<file path="config.mk">
export PLATFORM = sky130hd
export DESIGN_NAME = fir_coeff_host
export DESIGN_NICKNAME = d
export VERILOG_FILES = /design/src/rtl/fir_coeff_host.sv
export SDC_FILE = /design/constraint.sdc
export NUM_CORES = 1
export LEC_CHECK = 0
export CAP_MARGIN = 20
export CORE_UTILIZATION = 58
export CTS_CLUSTER_SIZE = 8
export DETAILED_ROUTE_END_ITERATION = 12
export PLACE_DENSITY_LB_ADDON = 0.05
export SLEW_MARGIN = 20
export SYNTH_ARGS = -nofsm -noshare
export SYNTH_HDL_FRONTEND = slang
export SYNTH_SLANG_ARGS = --single-unit
</file>
<file path="constraint.sdc">
create_clock -name OSC_60MHZ -period 14.59 [get_ports OSC_60MHZ]
set_input_delay 4.377 -clock OSC_60MHZ [delete_from_list [all_inputs] [get_ports OSC_60MHZ]]
set_output_delay 4.377 -clock OSC_60MHZ [all_outputs]
set_load 0.005 [all_outputs]
</file>
<file path="src/rtl/fir_coeff_host.sv">
// Initiator side of the bit-serial FIR coefficient link: takes parallel read/write
// commands, serialises {addr,data}, runs the req/ack handshake and reports completion.
//
// state | meaning
// IDLE  | ready for a command
// REQ   | coeff_req raised, waiting for coeff_ack high
// ADR   | shifting address bits out
// WR    | shifting write data out
// RD    | sampling read data in
// REL   | coeff_req dropped, waiting for coeff_ack low
// DONE  | one-cycle success response
// ABORT | one-cycle timeout response
module fir_coeff_host #(
  parameter int ADDR_W  = 1,
  parameter int DATA_W  = 64,
  parameter int TIMEOUT = 255
) (
  input  logic              OSC_60MHZ,
  input  logic              RESET,
  input  logic              cmd_valid,
  output logic              cmd_ready,
  input  logic              cmd_wr,
  input  logic [ADDR_W-1:0] cmd_adr,
  input  logic [DATA_W-1:0] cmd_data,
  output logic              rsp_valid,
  output logic [DATA_W-1:0] rsp_data,
  output logic              rsp_err,
  output logic              coeff_req,
  output logic              coeff_wr_op,
  output logic              coeff_wr_data,
  input  logic              coeff_rd_data,
  input  logic              coeff_ack
);

  localparam int FRAME_W = ADDR_W + DATA_W;
  localparam int CNT_W   = $clog2(FRAME_W + 1);

  typedef enum logic [2:0] {IDLE, REQ, ADR, WR, RD, REL, DONE, ABORT} state_t;

  state_t             state, state_nxt;
  logic [FRAME_W-1:0] tx_sh;
  logic [DATA_W-1:0]  rx_sh;
  logic [CNT_W-1:0]   bit_cnt;
  logic [7:0]         tmo_cnt;
  logic               tmo_hit, last_adr, last_bit;

  assign tmo_hit  = (tmo_cnt == 8'(TIMEOUT - 1));
  assign last_adr = (bit_cnt == CNT_W'(ADDR_W - 1));
  assign last_bit = (bit_cnt == CNT_W'(FRAME_W - 1));

  always_ff @(posedge OSC_60MHZ or posedge RESET) begin
    if (RESET) state <= IDLE;
    else       state <= state_nxt;
  end

  always_comb begin
    state_nxt = state;
    case (state)
      IDLE:  if (cmd_valid) state_nxt = REQ;
      REQ: begin
        if (coeff_ack)    state_nxt = ADR;
        else if (tmo_hit) state_nxt = ABORT;
      end
      ADR:   if (last_adr) state_nxt = coeff_wr_op ? WR : RD;
      WR:    if (last_bit) state_nxt = REL;
      RD:    if (last_bit) state_nxt = REL;
      REL: begin
        if (!coeff_ack)   state_nxt = DONE;
        else if (tmo_hit) state_nxt = ABORT;
      end
      DONE:    state_nxt = IDLE;
      ABORT:   state_nxt = IDLE;
      default: state_nxt = IDLE;
    endcase
  end

  // Timeout counter only runs while waiting on an ack edge; every other state parks it at 0
  // so REL starts its own fresh window.
  always_ff @(posedge OSC_60MHZ or posedge RESET) begin
    if (RESET) begin
      tx_sh       <= '0;
      rx_sh       <= '0;
      bit_cnt     <= '0;
      tmo_cnt     <= '0;
      coeff_wr_op <= 1'b0;
      rsp_data    <= '0;
    end else begin
      tmo_cnt <= '0;
      case (state)
        IDLE: begin
          if (cmd_valid) begin
            tx_sh       <= {cmd_adr, cmd_data};
            coeff_wr_op <= cmd_wr;
            bit_cnt     <= '0;
          end
        end
        REQ: tmo_cnt <= tmo_cnt + 8'd1;
        ADR, WR: begin
          tx_sh   <= tx_sh << 1;
          bit_cnt <= bit_cnt + CNT_W'(1);
        end
        RD: begin
          rx_sh   <= {rx_sh[DATA_W-2:0], coeff_rd_data};
          bit_cnt <= bit_cnt + CNT_W'(1);
        end
        REL: begin
          tmo_cnt <= tmo_cnt + 8'd1;
          if (!coeff_ack && !coeff_wr_op) rsp_data <= rx_sh;
        end
        default: ;
      endcase
    end
  end

  // coeff_req is decoded from state so an async reset drops it immediately.
  always_comb begin
    cmd_ready     = (state == IDLE);
    coeff_req     = (state == REQ) || (state == ADR) || (state == WR) || (state == RD);
    coeff_wr_data = ((state == ADR) || (state == WR)) && tx_sh[FRAME_W-1];
    rsp_valid     = (state == DONE) || (state == ABORT);
    rsp_err       = (state == ABORT);
  end

endmodule

</file>
==> metrics <==
Slew Limit Headroom 0.3296; Worst Hold Launch rsp_data[62]$_DFFE_PP0P_; busiest grt layer met2; area of the multi-input gates just over 0.003 mm2; width of the chip roughly 130 um; Syn Std Cell Area slightly below 0.009 mm2; IO Port Bufs 140; postcts setup bufs 0; FF+latch count, synth ~210; status finished clean; Max VDD drop 133.8 uV; drt wl/cell approximately 17 um; Max Cap Viol 0; via count approximately 5600; DR DRC count 0; drt first pass iters 4; min cycle time layout 7047 ps; first-pass GRT wire length around 28 mm; HPWL Detailed 10.45 mm; final setup fails 0; Die Y 126.0 um; final hold violations 0; largest net degree at the start of global routing around 150; leakage about 5.5 nW; FF/Latch Area 0.005305 mm2; mux contribution to synthesized area 0.1893; post-synth top area share 0.5950; violation count after the first detailed-route iteration about 320; Setup crit start state[2]$_DFFE_PP0P_; Int Power about 0.0013 W; net load switching power around 0.00055 W; post-synthesis async set-or-reset flop share 1.000; CTS tree yes; part of the power in registers 0.430; unique cell type count in the Yosys netlist 45; fmax roughly 140 MHz; worst r2r src state[2]$_DFFE_PP0P_; largest family of logic cells by synthesized area multiplexers; sw frac 0.3019; Hold WS between 400 and 500 ps; drt via density 5.576; Avg Cell Area, Syn roughly 13 um2; arrival time worst endpoint 2670 ps; Max Slew Vio Count 0; hold buffers post-CTS 0; unrepaired setup endpoints after global routing no; Ant. Diodes 0; EDFF count, synth 0; clock slew seen by the registers of the worst setup and hold paths 50 ps; critical path launch point type flop; placed cell area around 0.010 mm2; Finished Cell Area roughly 0.011 mm2; top_reg_cell synth dfrtp_1; Pwr per Cell Area about 160 mW/mm2; Post-Syn Instances 680; Synth Area in XOR/XNOR 0.008841; Combinational Power Share 0.237; Synth Area in Adders 0.005613; die area 0.01587 mm2; pre-CTS setup slack 8029 ps; I/O pins 141; PostCTS Resize Cnt 0; fillers 962; setup TNS 0 ps; Setup CP Type flop to primary output; dominant cells by area after synthesis dfrtp_1 60%, mux2_4 10%, mux2_2 8.7%, o22ai_1 4.7%, a21oi_1 3.8%; M1 GR Usage 0.2862; H-tree levels 1; YS warnings 0; clk_skew between 10 and 15 ps; GR Util met3 0.05395; effective utilization at floorplan 0.6043; register area share after synthesis 0.5950; Hold Path Class flop to flop; Final Cycle Share 0.4830; simple-gate share of the synthesized area 0.03438; Setup WS post-layout about 7500 ps; syn nets approximately 760; clk_lat worst skew around 530 ps; GP Congestion 0.8254; clock group share of total power 0.332; critical path endpoint category primary output; vias in the first global route 5836; worst slew pin tran a little over 1000 ps; P&R area growth vs syn 24.59%; met2 usage in global routing 0.3611; total gr overflow 0; Global Route Usage Sum 0.2181; Core ar. 0.01475 mm2; layout cell share with drive strength beyond 1 0.2128; complex-gate fraction of the synthesized area 0.1022; Max clock buf depth 3; CTS Sinks ~210; Routed Antenna Nets 0; fin nets approximately 900; cell taking the most area after synthesis dfrtp_1; CP Max Fanout between 60 and 70; final wirelength roughly 17 mm; CP required roughly 10000 ps; number of CTS-inserted buffers 30; antenna violations before repair 0; CTS root buf clkbuf_16; site row count 44
[cell families after synthesis]
logic type / after synthesis
adders and majority gates: 4
xor gates and xnor gates: 9
AOI/OAI and AO/OA: 155
muxes: 130
DFF: 212
buffers and inverters: 113
and+or+nand+nor: 57
[routing by layer]
metal | routed length [um] | vias up
met2 | 8118 | 144
met4 | 334 | 0
met5 | 0 | -
met3 | 974 | 35
met1 | 7558 | 2750
li1 | - | 2630
[area by class of cell]
class / instances / share of cell area
well taps: 184 / 0.02073
clock inverters: 2 / 0.004168
repair buffers: 144 / 0.1307
clock buffers: 30 / 0.06758
multi-input cells: 355 / 0.2749
flip-flops and latches: 212 / 0.4776
inverters: 70 / 0.02433
[power by group through the flow]
stage	Sequential, W	Clock [W]	Combinational [W]
2_1_floorplan	0.000752	0	0.000346
3_3_place_gp	0.000777	0	0.000406
3_5_place_dp	0.000783	0	0.000427
4_1_cts	0.000776	0.000616	0.000430
5_1_grt	0.000790	0.000640	0.000483
6_report	0.000778	0.000602	0.000430
[path summary, 6_finish.rpt]
kind	endpoint	cells after the start	slack, ps
setup / recovery	coeff_wr_data	4	7540
hold / removal	rsp_data[62]$_DFFE_PP0P_	1	500
setup reg to reg	bit_cnt[4]$_DFFE_PP0P_	4	11940
hold reg to reg	rsp_data[62]$_DFFE_PP0P_	1	500
max in group asynchronous	tx_sh[1]$_DFFE_PP0P_	3	8620
min in group asynchronous	tx_sh[39]$_DFFE_PP0P_	2	4420
[flip-flops by register name, indices dropped and copies added, names as in the netlist]
register,flops
coeff_wr_op,1
rx_sh,64
bit_cnt,7
tmo_cnt,8
state,3
rsp_data,64
tx_sh,65
[critical path, cell delays in order, from the launching register on]
cell and delay (ps):
dfrtp_1 760, nand2b_2 230, buf_4 570, nor2_1 90, clkdlybuf4s50_1 480
[placed cells by master, fill, tap and decap left out, types with 2 or more instances in the layout]
master and count:
clkdlybuf4s50_1 140, nand2_4 2, mux2_2 69, xnor2_1 4, mux2_4 60, nor2b_1 3
a21o_1 3, o21ai_0 3, nand2b_1 4, ha_1 4, a31oi_1 2, nand4_1 2
o22ai_1 67, xor2_1 5, clkbuf_16 30, a21oi_1 68, nand2_1 8, nor2_1 16
inv_1 68, a22o_1 5, nand3_1 6, dfrtp_1 212, nor3_1 3, buf_4 3
and3_1 3
[through the flow]
| stage | cells | utilization | power [W] |
|---|---|---|---|
| 2_1_floorplan | 680 | - | 0.001098 |
| 5_1_grt | 997 | 0.7529 | 0.001914 |
| 4_1_cts | 996 | 0.7506 | 0.001822 |
| 3_3_place_gp | 964 | 0.6962 | 0.001183 |
| 6_report | 997 | 0.7529 | 0.001809 |
| 3_5_place_dp | 964 | 0.6966 | 0.001210 |
[cell usage after synthesis (all sizes together) (2+ instances only)]
library cell  number
o22ai             67
nor2b              3
inv               70
xor2               5
a21o               4
nand4              2
a21oi             68
a31oi              2
and3               3
dfrtp            212
mux2             129
nor2              16
buf               24
xnor2              4
a22o               5
nand2             10
o21ai              3
nor3               3
nand3              6
clkbuf            19
ha                 4
nand2b             5
(Power assumes the default switching activity.)
